--- src/rtl/heat_pkg.sv ---
// rtl/heat_pkg.sv - shared colour bins, screen defaults and FSM encoding for the heat-map requester
package heat_pkg;

  localparam int SCREEN_W_DEF = 640;
  localparam int SCREEN_H_DEF = 480;

  localparam logic [15:0] TEMP_BLUE_MAX   = 16'h4000;
  localparam logic [15:0] TEMP_GREEN_MAX  = 16'h8000;
  localparam logic [15:0] TEMP_YELLOW_MAX = 16'hC000;

  localparam logic [7:0] CLR_BLUE   = 8'h03;
  localparam logic [7:0] CLR_GREEN  = 8'h1C;
  localparam logic [7:0] CLR_YELLOW = 8'hFC;
  localparam logic [7:0] CLR_RED    = 8'hE0;

  typedef enum logic [2:0] {
    ST_IDLE    = 3'd0,
    ST_FETCH   = 3'd1,
    ST_WAIT_RD = 3'd2,
    ST_MAP     = 3'd3,
    ST_REQ     = 3'd4,
    ST_ACK     = 3'd5,
    ST_ADV     = 3'd6,
    ST_DONE    = 3'd7
  } state_t;

endpackage

--- src/rtl/heat_pixel_requester_if.sv ---
// rtl/heat_pixel_requester_if.sv - arbiter handshake and heat RAM read port of one iterator slot
interface heat_pixel_requester_if;
  logic        inter_start;
  logic        comp_flag;
  logic        inter_select;
  logic        inter_done;
  logic [31:0] vga_addr;
  logic [31:0] vga_pxl_clr;
  logic [18:0] temp_addr;
  logic [15:0] temp_data;

  modport master (
    input  inter_start, comp_flag, temp_data,
    output inter_select, inter_done, vga_addr, vga_pxl_clr, temp_addr
  );

  modport slave (
    output inter_start, comp_flag, temp_data,
    input  inter_select, inter_done, vga_addr, vga_pxl_clr, temp_addr
  );
endinterface

--- src/rtl/heat_pixel_requester_colour_map.sv ---
// rtl/heat_pixel_requester_colour_map.sv - combinational 16-bit temperature to RGB332 bin mapper
module heat_colour_map
  import heat_pkg::*;
(
  input  logic [15:0] temp,
  output logic [7:0]  clr
);

  always_comb begin
    clr = CLR_RED;
    if (temp < TEMP_BLUE_MAX)        clr = CLR_BLUE;
    else if (temp < TEMP_GREEN_MAX)  clr = CLR_GREEN;
    else if (temp < TEMP_YELLOW_MAX) clr = CLR_YELLOW;
  end

endmodule

--- src/rtl/heat_pixel_requester.sv ---
// rtl/heat_pixel_requester.sv - walks interleaved heat-map rows and offers each coloured pixel to the arbiter
module heat_pixel_requester
  import heat_pkg::*;
#(
  parameter int          ITER_ID  = 0,
  parameter int          N_ITER   = 7,
  parameter int          SCREEN_W = SCREEN_W_DEF,
  parameter int          SCREEN_H = SCREEN_H_DEF,
  parameter logic [31:0] VGA_BASE = 32'h0
) (
  input  logic                   clk,
  input  logic                   reset,
  heat_pixel_requester_if.master bus
);

  localparam logic [18:0] OFF_INIT = 19'(ITER_ID * SCREEN_W);
  localparam logic [18:0] ROW_STEP = 19'((N_ITER - 1) * SCREEN_W + 1);
  localparam logic [15:0] X_LAST   = 16'(SCREEN_W - 1);
  localparam logic [15:0] Y_INIT   = 16'(ITER_ID);
  localparam logic [15:0] Y_STEP   = 16'(N_ITER);
  localparam logic [15:0] Y_END    = 16'(SCREEN_H);
  localparam bit          EMPTY    = (ITER_ID >= SCREEN_H);

  state_t      state;
  logic [15:0] x;
  logic [15:0] y;
  logic [18:0] off;
  logic [15:0] y_next;
  logic [7:0]  clr_next;

  assign y_next = y + Y_STEP;

  heat_colour_map u_colour_map (
    .temp (bus.temp_data),
    .clr  (clr_next)
  );

  always_ff @(posedge clk or negedge reset) begin
    if (!reset) begin
      state            <= ST_IDLE;
      x                <= '0;
      y                <= '0;
      off              <= '0;
      bus.inter_select <= 1'b0;
      bus.inter_done   <= 1'b0;
      bus.vga_addr     <= '0;
      bus.vga_pxl_clr  <= '0;
      bus.temp_addr    <= '0;
    end else if ((state == ST_IDLE || state == ST_DONE) && bus.inter_start) begin
      // A slot with no rows of its own finishes immediately.
      x              <= '0;
      y              <= Y_INIT;
      off            <= OFF_INIT;
      bus.inter_done <= EMPTY;
      state          <= EMPTY ? ST_DONE : ST_FETCH;
    end else begin
      case (state)
        ST_FETCH: begin
          bus.temp_addr <= off;
          state         <= ST_WAIT_RD;
        end
        ST_WAIT_RD: state <= ST_MAP;
        ST_MAP: begin
          bus.vga_pxl_clr  <= {24'b0, clr_next};
          bus.vga_addr     <= VGA_BASE + {13'b0, off};
          bus.inter_select <= 1'b1;
          state            <= ST_REQ;
        end
        ST_REQ: begin
          if (bus.comp_flag) begin
            bus.inter_select <= 1'b0;
            state            <= ST_ACK;
          end
        end
        // Hold off until the grant is released so one pixel is never plotted twice.
        ST_ACK: if (!bus.comp_flag) state <= ST_ADV;
        ST_ADV: begin
          if (x < X_LAST) begin
            x     <= x + 16'd1;
            off   <= off + 19'd1;
            state <= ST_FETCH;
          end else begin
            x   <= '0;
            y   <= y_next;
            off <= off + ROW_STEP;
            if (y_next >= Y_END) begin
              bus.inter_done <= 1'b1;
              state          <= ST_DONE;
            end else begin
              state <= ST_FETCH;
            end
          end
        end
        default: ;
      endcase
    end
  end

endmodule

--- src/flat_wrapper.sv ---
// flat-port wrapper written by rule: the top's interface ports become plain ports
module heat_pixel_requester_flat import heat_pkg::*;
#(
  parameter int          ITER_ID  = 0,
  parameter int          N_ITER   = 7,
  parameter int          SCREEN_W = SCREEN_W_DEF,
  parameter int          SCREEN_H = SCREEN_H_DEF,
  parameter logic [31:0] VGA_BASE = 32'h0
)
  (clk, reset, bus_inter_start, bus_comp_flag, bus_temp_data, bus_inter_select, bus_inter_done, bus_vga_addr, bus_vga_pxl_clr, bus_temp_addr);
  heat_pixel_requester_if bus_i ();
  input  logic clk;
  input  logic reset;
  input wire logic [$bits(bus_i.inter_start)-1:0] bus_inter_start;
  input wire logic [$bits(bus_i.comp_flag)-1:0] bus_comp_flag;
  input wire logic [$bits(bus_i.temp_data)-1:0] bus_temp_data;
  output wire logic [$bits(bus_i.inter_select)-1:0] bus_inter_select;
  output wire logic [$bits(bus_i.inter_done)-1:0] bus_inter_done;
  output wire logic [$bits(bus_i.vga_addr)-1:0] bus_vga_addr;
  output wire logic [$bits(bus_i.vga_pxl_clr)-1:0] bus_vga_pxl_clr;
  output wire logic [$bits(bus_i.temp_addr)-1:0] bus_temp_addr;
  assign bus_i.inter_start = bus_inter_start;
  assign bus_i.comp_flag = bus_comp_flag;
  assign bus_i.temp_data = bus_temp_data;
  assign bus_inter_select = bus_i.inter_select;
  assign bus_inter_done = bus_i.inter_done;
  assign bus_vga_addr = bus_i.vga_addr;
  assign bus_vga_pxl_clr = bus_i.vga_pxl_clr;
  assign bus_temp_addr = bus_i.temp_addr;
  heat_pixel_requester #(.ITER_ID(ITER_ID), .N_ITER(N_ITER), .SCREEN_W(SCREEN_W), .SCREEN_H(SCREEN_H), .VGA_BASE(VGA_BASE)) u_core (.clk(clk), .reset(reset), .bus(bus_i));
endmodule
--- config.mk ---
export PLATFORM = sky130hd
export DESIGN_NAME = heat_pixel_requester_flat
export DESIGN_NICKNAME = d
export VERILOG_FILES = /design/src/rtl/heat_pkg.sv /design/src/rtl/heat_pixel_requester_if.sv /design/src/rtl/heat_pixel_requester_colour_map.sv /design/src/rtl/heat_pixel_requester.sv /design/src/flat_wrapper.sv
export SDC_FILE = /design/constraint.sdc
export NUM_CORES = 1
export LEC_CHECK = 0
export CAP_MARGIN = 5
export CORE_ASPECT_RATIO = 0.75
export CORE_UTILIZATION = 52
export CTS_CLUSTER_DIAMETER = 80
export DETAILED_ROUTE_END_ITERATION = 12
export HOLD_SLACK_MARGIN = 0.1
export MAX_ROUTING_LAYER = met4
export PLACE_DENSITY = 0.8
export SLEW_MARGIN = 10
export SYNTH_ARGS = -nofsm -noshare
export SYNTH_HDL_FRONTEND = slang
export SYNTH_HIERARCHICAL = 1
export SYNTH_SLANG_ARGS = --single-unit
--- constraint.sdc ---
create_clock -name clk -period 4.1 [get_ports clk]
set_input_delay 0.41 -clock clk [delete_from_list [all_inputs] [get_ports clk]]
set_output_delay 0.41 -clock clk [all_outputs]
set_load 0.1 [all_outputs]
* After elaboration in Yosys (flattened, before gate mapping)
Cells that the tools add are included.
** Storage, ports and cells
- Logic and storage cells :: 67
- Flip-flop bits (word level) :: 102
- Input port bits :: 20
- Output and inout bits :: 85
** Operators by class
- Equality and inequality tests :: 11
- Bitwise operators :: 1
- Order comparisons :: 5
- $add $sub $neg :: 4
- Muxes and demuxes :: 24
- Reduce and logical (&&, ||, !) cells :: 13
** Operators by type and width (count)
- $mux W16 :: 6
- $mux W19 :: 3
- $lt A16 B16 Y1 const B :: 2
- $add A19 B1 Y19 const B :: 1
- $add A19 B12 Y19 const B :: 1
- $pmux W3 S6 :: 1
- $add A16 B1 Y16 const B :: 1
- $add A16 B3 Y16 const B :: 1
- $ge A16 B9 Y1 const B :: 1
- $lt A16 B10 Y1 const B :: 1
- $lt A16 B15 Y1 const B :: 1
- $mux W8 :: 2
- $mux W3 :: 5
- $eq A3 B3 Y1 const B :: 4
- $reduce_and A3 Y1 :: 3
- $reduce_bool A7 Y1 :: 1
- $eq A3 B2 Y1 const B :: 2
- $ne A3 B2 Y1 const B :: 2
- $reduce_and A2 Y1 :: 3
- $reduce_bool A2 Y1 :: 3
- $mux W1 :: 5
- $mux W5 :: 1
- $eq A3 B1 Y1 const B :: 1
- $logic_not A3 Y1 :: 1
- 6 further kinds :: 6

* Depth between registers and ports, before layout
Gate-level depths: netlist of run 1.
- Depth in word-level cells :: 6
- Gate-level depth with buffers :: 11
- Depth with buffers taken out :: 11

* By module
Netlist of run 1, hierarchy kept.
** By module, submodules not included
- heat_pixel_requester :: times used 1, area each 5275.1 µm², cells an instance 509
- heat_colour_map :: times used 1, area each 71.3 µm², cells an instance 9

* Worst setup path before layout of run 1
OpenSTA, ideal clock, no wires.
- Kind :: flip-flop to flip-flop
- Start point :: register u_core.x[8]
- End point :: register u_core.off[15]
- Slack :: 1.275 ns
- Cell stages (with the launch flop) :: 12
- Data arrival time :: 2.693 ns
- Period minus slack after synthesis :: 2.825 ns
- Setup time :: 0.132 ns
- Buffers on the path :: 1
- Cells stage by stage :: dfrtp_1 or2_2 a31o_2 a21oi_1 inv_1 ha_1 clkbuf_1 nand3_1 o2111a_1 nor4_1 xnor2_1 nor2_1
** Between the ends
- Word-level cells in the longest chain between the ends :: 4
** RTL lines
- from (decl) :: RTL line heat_pixel_requester.sv:25 : logic [15:0] x;
- from (signal assigned) :: RTL line heat_pixel_requester.sv:79 : x <= x + 16'd1;
- $lt A16 B10 Y1 :: RTL line heat_pixel_requester.sv:78 : if (x < X_LAST) begin
- $mux W19 :: RTL line heat_pixel_requester.sv:78
- $mux W19 :: RTL line heat_pixel_requester.sv:57 : case (state)
- $mux W19 :: RTL line heat_pixel_requester.sv:49 : end else if ((state == ST_IDLE || state == ST_DONE) && bus.inter_start) begin
- to (signal assigned) :: RTL line heat_pixel_requester.sv:80 : off <= off + 19'd1;
- to (signal assigned) :: RTL line heat_pixel_requester.sv:85 : off <= off + ROW_STEP;
- to (decl) :: RTL line heat_pixel_requester.sv:27 : logic [18:0] off;
Every way passes these cells. The select of a mux whose other input is x is not followed.
A chain may end at the register's enable or synchronous reset.

* Final worst setup path of run 1
- Start point :: register u_core.x[8]
- End point :: register u_core.off[16]
Same word-level chain as after synthesis.

==> results of run 1 <==
-- state kept, by name, summed over array words and instances, names as in the netlist --
signal and count:
u_core/bus.temp_addr 19, u_core/y 16, u_core/bus.vga_addr 19, u_core/bus.inter_select 1, u_core/bus.inter_done 1, u_core/off 19
u_core/bus.vga_pxl_clr 8, u_core/state 3, u_core/x 16
-- final timing paths --
path                                        endpoint  slack [ps]  depth (start not counted)
setup / recovery                      u_core/off[16]         880                         11
hold / removal                          u_core/y[11]         210                          1
setup reg to reg                      u_core/off[16]         880                         11
hold reg to reg            u_core/bus.vga_pxl_clr[0]         510                          1
max in group asynchronous   u_core/bus.temp_addr[12]        3010                          2
min in group clk           u_core/bus.vga_pxl_clr[0]         510                          1
-- power by group --
part | leakage (nW) | switching, mW | internal, mW
sequential | 1.40 | 0.166 | 1.17
combinational | 1.22 | 1.37 | 0.441
clock | 0.131 | 0.379 | 0.420
total | 2.75 | 1.91 | 2.03
-- layer usage --
metal | wire (um) | up-vias
met5 | 0 | -
met2 | 5295 | 99
met3 | 527 | 12
met4 | 108 | 0
met1 | 5112 | 1925
li1 | - | 1834
-- per-stage QoR --
step / power [mW] / util / setup slack, ps / instance area, sq um / hold slack, ps
6_report: 3.944 / 0.6174 / 882.2 / 6058 / 208.6
5_1_grt: 4.124 / 0.6174 / 642.5 / 6058 / 280.6
4_1_cts: 3.973 / 0.6174 / 893.6 / 6058 / 244.8
3_5_place_dp: 3.166 / 0.5893 / 933.2 / 5783 / 494.9
3_3_place_gp: 3.121 / 0.5893 / 950.8 / 5783 / 486.8
2_1_floorplan: 2.864 / - / 1275 / 5482 / 114.4
-- layout by cell type (no fill, tap or decap), types with 2 or more instances in the layout --
master / netlist / routed
sky130_fd_sc_hd__clkdlybuf4s50_1: 0 / 52
sky130_fd_sc_hd__nand3_1: 23 / 23
sky130_fd_sc_hd__and3_1: 7 / 7
sky130_fd_sc_hd__nor3_1: 12 / 12
sky130_fd_sc_hd__mux2_2: 46 / 46
sky130_fd_sc_hd__nor4_2: 2 / 2
sky130_fd_sc_hd__ha_1: 8 / 8
sky130_fd_sc_hd__mux2i_1: 3 / 3
sky130_fd_sc_hd__nor2b_1: 3 / 3
sky130_fd_sc_hd__o21ai_0: 31 / 31
sky130_fd_sc_hd__nand4b_1: 2 / 2
sky130_fd_sc_hd__a21oi_1: 16 / 16
sky130_fd_sc_hd__buf_4: 42 / 4
sky130_fd_sc_hd__nor2_1: 46 / 46
sky130_fd_sc_hd__a41oi_1: 4 / 4
sky130_fd_sc_hd__a31o_2: 2 / 2
sky130_fd_sc_hd__and4_1: 5 / 5
sky130_fd_sc_hd__conb_1: 1 / 37
sky130_fd_sc_hd__xor2_1: 13 / 13
sky130_fd_sc_hd__o211ai_1: 2 / 2
sky130_fd_sc_hd__o31ai_1: 3 / 3
sky130_fd_sc_hd__and2_1: 3 / 3
sky130_fd_sc_hd__inv_6: 0 / 3
sky130_fd_sc_hd__clkbuf_16: 0 / 9
sky130_fd_sc_hd__nand2b_1: 2 / 2
sky130_fd_sc_hd__nor4_1: 2 / 2
sky130_fd_sc_hd__nand4_1: 12 / 12
sky130_fd_sc_hd__a31oi_1: 5 / 5
sky130_fd_sc_hd__or3_1: 5 / 5
sky130_fd_sc_hd__nand2_1: 39 / 39
sky130_fd_sc_hd__inv_1: 14 / 14
sky130_fd_sc_hd__dfrtp_1: 102 / 102
sky130_fd_sc_hd__nor4b_2: 2 / 2
sky130_fd_sc_hd__clkbuf_1: 12 / 2
sky130_fd_sc_hd__xnor2_1: 14 / 14
-- critical path: cells and delay by family, from the launching register on --
| kind | cells | cell delay, ps |
|---|---|---|
| AOI/OAI and AO/OA | 4 | 970 |
| xor gates and xnor gates | 1 | 220 |
| adders and majority gates | 1 | 260 |
| buffers and inverters | 1 | 180 |
| DFF | 1 | 420 |
| and+or+nand+nor | 4 | 1030 |
-- cell type report --
class,instances,area [sq um],area share
Timing Repair Buffer,56,550.5,0.09087
Clock buffer,11,232.7,0.03841
Clock inverter,5,42.54,0.007022
Tap cell,132,165.2,0.02726
Multi-Input combinational cell,374,2462,0.4064
Inverter,14,52.55,0.008674
Sequential cell,102,2552,0.4213
-- logic make-up after synthesis --
kind of cell / Yosys count
flip-flops: 102
other: 1
AND/OR/NAND/NOR: 176
multiplexers: 49
buffers and inverters: 78
adder cells (fa/ha/maj): 8
AO/OA/AOI/OAI: 77
XOR/XNOR: 27
==> flow_summary.ini, run 1 <==
[status]
run_status = finished clean

[synthesis]
share_of_async_settable_or_async_resettable_flops_after_synthesis = 1.000
synth_area_leaders = sky130_fd_sc_hd__dfrtp_1 48%, sky130_fd_sc_hd__mux2_2 9.7%, sky130_fd_sc_hd__buf_4 5.9%
synthSimpleGateAreaFrac = 0.1746
post_synth_most_frequent_cells = 102 x sky130_fd_sc_hd__dfrtp_1, 46 x sky130_fd_sc_hd__mux2_2, 46 x sky130_fd_sc_hd__nor2_1
yosys.area_share.adder = 0.01872
yosysUniqueCellTypes = 61
synth-edff-count = 0
post_syn_instances = 518
muxShareOfSynthArea = 0.1025
synthMostInstantiatedCell = sky130_fd_sc_hd__dfrtp_1
portion_of_the_post_synthesis_area_used_by_sequential_elements = 0.4774
synth_compound_gate_area_share = 0.09455
netlist_area_sq_um = 5346
post_synth.cell_area_avg_sq_um = 10.32
synth_largest_type_area_fraction = 0.4774
yosys.area.top_type = sky130_fd_sc_hd__dfrtp_1
synth_top_family_by_area = simple AND/OR/NAND/NOR gates
yosys.area_share.xor_xnor = 0.04423
dominant_synthesized_flop_cell = sky130_fd_sc_hd__dfrtp_1
yosys_register_bits = 102
synth.yosys.warnings = 6

[worst_setup_path]
critical_path.most_common_cell = sky130_fd_sc_hd__a21oi_1
crit_path_top_delay_cell = sky130_fd_sc_hd__or4_1
timing.critical_path.fanout_max = 5
arrival_worst_endpoint_ps = 3430
crit_path_max_incr_delay_ps = 540
startpoint = u_core/x[8]
crit_required_ps = 4310
path_cells = or2_2 -> a31o_2 -> a21oi_1 -> inv_1 -> ha_1 -> or4_1 -> a21oi_1 -> a311o_1 -> nor4_2 -> xnor2_1 -> nor2_1
worst_r2r_startpoint = u_core/x[8]
setup.worst_path.start_class = flip-flop
endpoint_kind = flip-flop
timing.setup.critical_path_class = flip-flop to flip-flop

[drt]
avgRoutedWirePerCell_um = 15.91
detail_route.drc_violations = 0
routed_wirelength_um = 11040
route.vias.total = 3870
detail-route-antenna-nets = 0
routed_via_density = 5.576
detailedRoute.firstPassIterationCount = 4
initial_detailed_routing_violation_count = 298

[grt]
grt_max_degree = 78
gr-total-overflow = 0
grt_first_pass_wirelength_um = 18910
grt_util_met2 = 0.3580
grt_most_used_layer = met2
number_of_antenna_violations_at_the_first_check_in_global_routing = 0
gr-usage-met3 = 0.06726
first_global_vias = 3849
grtUsageMet1 = 0.2956
groute.usage.overall = 0.2303

[pwr]
vdd_drop_max_uv = 671.2
p_per_area_nw_per_um2 = 651.0
leakagePower_nw = 2.748

[sta]
report.final.slew_viol_count = 0
finalHoldViolCount = 0
setup_violations = 0
timing.final.crit_period_ps = 3218
fin_crit_sh = 0.7848
finClkSkew_ps = 7.156
rsz0062_at_grt = no
worstMarginPinSlew_ps = 1029
max_freq_mhz = 310.8
slew_headroom = 0.3139
fin_setup_tns_ps = 0

[place]
port-buffer-count = 53
gp_routability_congestion = 0.8749
placedCellCount = 678
dpl.hpwl_um = 7558

[clock_tree]
max_clock_buf_depth = 2
cts_htree_levels = 3
tritoncts.num_buffers = 9
ctsRootBufferMaster = sky130_fd_sc_hd__clkbuf_16
postCtsSetupBuffers = 0
post_cts_resize_count = 0
tritoncts = yes
cts_hold_buffers = 0
skew_pair_late_insertion_delay_ps = 350
cts.clk_slew.worst_paths_ps = 70
clock_sink_count = 102

[floorplan]
effective_utilization_at_floorplan = 0.5448
die_width_um = 119.1
core_area_sq_um = 9813
placementRows = 31
io_pins = 105
die_area_sq_um = 10700
die_height_um = 89.81

[final_layout]
final_net_count = 585
synthToLayoutAreaGrowth_pct = 13.32
layoutNonFillerInstCount = 694
layout-drive-gt1-share = 0.1441
antenna_fix_cells = 0
fillCellCount = 799

[min_path]
type_of_the_most_critical_hold_path = primary input to async pin

[job]
max-cap-violations = 0
(Power assumes the default switching activity.)
==> run 2, diff against run 1 <==
--- a/config.mk
+++ b/config.mk
@@ -7,12 +7,12 @@
 export LEC_CHECK = 0
 export CAP_MARGIN = 5
 export CORE_ASPECT_RATIO = 0.75
-export CORE_UTILIZATION = 52
+export CORE_UTILIZATION = 47
 export CTS_CLUSTER_DIAMETER = 80
 export DETAILED_ROUTE_END_ITERATION = 12
 export HOLD_SLACK_MARGIN = 0.1
 export MAX_ROUTING_LAYER = met4
-export PLACE_DENSITY = 0.8
+export PLACE_DENSITY = 0.77
 export SLEW_MARGIN = 10
 export SYNTH_ARGS = -nofsm -noshare
 export SYNTH_HDL_FRONTEND = slang
==> constraint.sdc (replaced) <==
create_clock -name clk -period 2.7 [get_ports clk]
set_input_delay 0.27 -clock clk [delete_from_list [all_inputs] [get_ports clk]]
set_output_delay 0.27 -clock clk [all_outputs]
set_load 0.1 [all_outputs]
==> run 2 against run 1 <==
Routed wire length is 1.7% higher. Clock power is 50% higher. The flow now finishes with violations (negative setup slack). Power rose by 54%. Combinational power grew 57%. Largest power group unchanged. Flip-flop and latch count unchanged.
==> flow_summary.ini, run 2 (synthesis results as in run 1) <==
[floorplan]
core_area_sq_um = 10980
effective_utilization_at_floorplan = 0.4868
die_width_um = 125.2
io_pins = 105
die_area_sq_um = 11810
die_height_um = 94.37
placementRows = 33

[drt]
routed_wirelength_um = 11230
detail-route-antenna-nets = 0
detailedRoute.firstPassIterationCount = 6
route.vias.total = 3981
avgRoutedWirePerCell_um = 15.32
detail_route.drc_violations = 0
initial_detailed_routing_violation_count = 328
routed_via_density = 5.431

[clock_tree]
tritoncts.num_buffers = 9
max_clock_buf_depth = 2
ctsRootBufferMaster = sky130_fd_sc_hd__clkbuf_16
clock_sink_count = 102
cts_htree_levels = 3
skew_pair_late_insertion_delay_ps = 340
cts.clk_slew.worst_paths_ps = 70
tritoncts = yes

[final_layout]
synthToLayoutAreaGrowth_pct = 17.06
postLayoutCoreUtil = 0.5698
antenna_fix_cells = 0
final_net_count = 616
fillCellCount = 932
layout-drive-gt1-share = 0.2901
mostFrequentLayoutCells = 102 x sky130_fd_sc_hd__dfrtp_1, 81 x sky130_fd_sc_hd__buf_4, 46 x sky130_fd_sc_hd__nor2_1, 46 x sky130_fd_sc_hd__mux2_2, 39 x sky130_fd_sc_hd__nand2_1
regArea_sq_um = 2552
reg_top3 = u_core/bus.temp_addr (19), u_core/bus.vga_addr (19), u_core/off (19)
layout_commonest_cell = sky130_fd_sc_hd__dfrtp_1
multi_input_area_sq_um = 2522

[pwr]
p_per_area_nw_per_um2 = 969.9
vdd_drop_max_uv = 806.1
leakagePower_nw = 3.002

[worst_setup_path]
endpoint_kind = flip-flop
timing.critical_path.fanout_max = 5
arrival_worst_endpoint_ps = 2920
crit_path_top_delay_cell = sky130_fd_sc_hd__or4_4
path_cells = or2_4 -> a31o_4 -> a21oi_4 -> inv_4 -> ha_2 -> or4_4 -> a21oi_2 -> a311o_1 -> buf_4 -> nor4_2 -> xnor2_1 -> nor2_1
crit_required_ps = 2900
timing.setup.critical_path_class = flip-flop to flip-flop
setup.worst_path.start_class = flip-flop
crit_path_max_incr_delay_ps = 510

[grt]
grt_first_pass_wirelength_um = 18470
number_of_antenna_violations_at_the_first_check_in_global_routing = 0
groute.usage.overall = 0.2023
first_global_vias = 3671
grt_max_degree = 79
gr-total-overflow = 0

[status]
run_status = finished, violations left
failed_checks = negative setup slack

[sta]
fin_crit_sh = 1.007
layout_setup_ws_ps = -18.39
setup_violations = 1
slew_headroom = 0.4505
report.final.slew_viol_count = 0
timing.final.crit_period_ps = 2718
max_freq_mhz = 367.9
fin_setup_tns_ps = -18.39
worstMarginPinSlew_ps = 821.7
finalHoldViolCount = 0
finClkSkew_ps = 8.899
rsz0062_at_grt = yes

[place]
port-buffer-count = 53
dpl.hpwl_um = 7822
gp_routability_congestion = 0.9063

[min_path]
type_of_the_most_critical_hold_path = primary input to async pin

[job]
max-cap-violations = 0
==> run 2: cell types whose count changed in the layout (fill, tap and decap cells not counted), moves of 2 or more <==
| cell | change |
|---|---|
| sky130_fd_sc_hd__buf_4 | +77 |
| sky130_fd_sc_hd__clkdlybuf4s50_1 | -48 |
| sky130_fd_sc_hd__ha_1 | -3 |
| sky130_fd_sc_hd__a21oi_1 | -2 |
| sky130_fd_sc_hd__and4_1 | -2 |
| sky130_fd_sc_hd__and4_4 | +2 |
| sky130_fd_sc_hd__clkbuf_1 | -2 |
| sky130_fd_sc_hd__clkinv_2 | +2 |
| sky130_fd_sc_hd__clkinvlp_4 | +2 |
| sky130_fd_sc_hd__ha_2 | +2 |
| sky130_fd_sc_hd__inv_6 | -2 |
==> run 2: what timing repair did <==
item / 4_1_cts / 5_1_grt
hold buffers: 1 / 0
setup buffers: 2 / 4
pin swaps: 5 / 11
cloned: 0 / 0
endpoints found under the hold margin: 24 / 0
setup endpoints to repair: 5 / 7
resized for setup: 3 / 10
==> run 2: path summary, 6_finish.rpt <==
check	depth (start not counted)	endpoint	from	slack, ps
min in group clk	1	u_core/bus.vga_addr[17]	u_core/bus.vga_addr[17]	510
max in group asynchronous	3	u_core/x[7]	reset	1600
setup reg to reg	12	u_core/off[16]	u_core/x[8]	-20
setup / recovery	12	u_core/off[16]	u_core/x[8]	-20
hold / removal	2	u_core/bus.vga_pxl_clr[1]	reset	370
hold reg to reg	1	u_core/bus.vga_addr[17]	u_core/bus.vga_addr[17]	510
==> run 2: report_power, final <==
| part | internal, mW | leakage [nW] | total (mW) | switching (mW) |
|---|---|---|---|---|
| logic | 0.695 | 1.48 | 2.84 | 2.14 |
| registers | 1.78 | 1.40 | 2.03 | 0.250 |
| clock network | 0.627 | 0.128 | 1.20 | 0.571 |
==> run 2: critical path: cells and delay by family (launching register included) <==
kind / cells / cell delay, ps
compound gates: 4 / 760
xor+xnor: 1 / 180
fa+ha+maj: 1 / 180
buf+inv: 2 / 230
flops: 1 / 380
simple gates: 4 / 840
==> run 2: per-stage QoR <==
stage,instance area [sq um],setup WS (ps),total power [mW],hold slack [ps],instances
6_report,6259,-18.39,6.070,372.9,733
5_1_grt,6259,-122.3,6.337,408.6,733
4_1_cts,6190,4.170,6.118,380.7,729
3_5_place_dp,5882,-91.24,4.903,196.6,710
3_3_place_gp,5882,-28.34,4.835,197.4,710
2_1_floorplan,5499,30.62,4.356,-25.59,554
==> run 2: area by class of cell <==
cell class | count | share of cell area
flip-flops and latches | 102 | 0.4078
multi-input cells | 374 | 0.4030
repair buffers | 87 | 0.1084
clock buffers | 9 | 0.03599
well taps | 140 | 0.02799
inverters | 14 | 0.008796
clock inverters | 7 | 0.007997
==> run 2: per-layer routing <==
layer  routed length (um)  share of wire  track usage  up-vias
met1                 5490           0.49       0.2821     1976
met3                  375          0.033      0.03286        6
met4                   38         0.0034      0.04268        0
met2                 5323           0.47       0.3133      111
li1                     -              -            -     1888
met5                    0              0            -        -
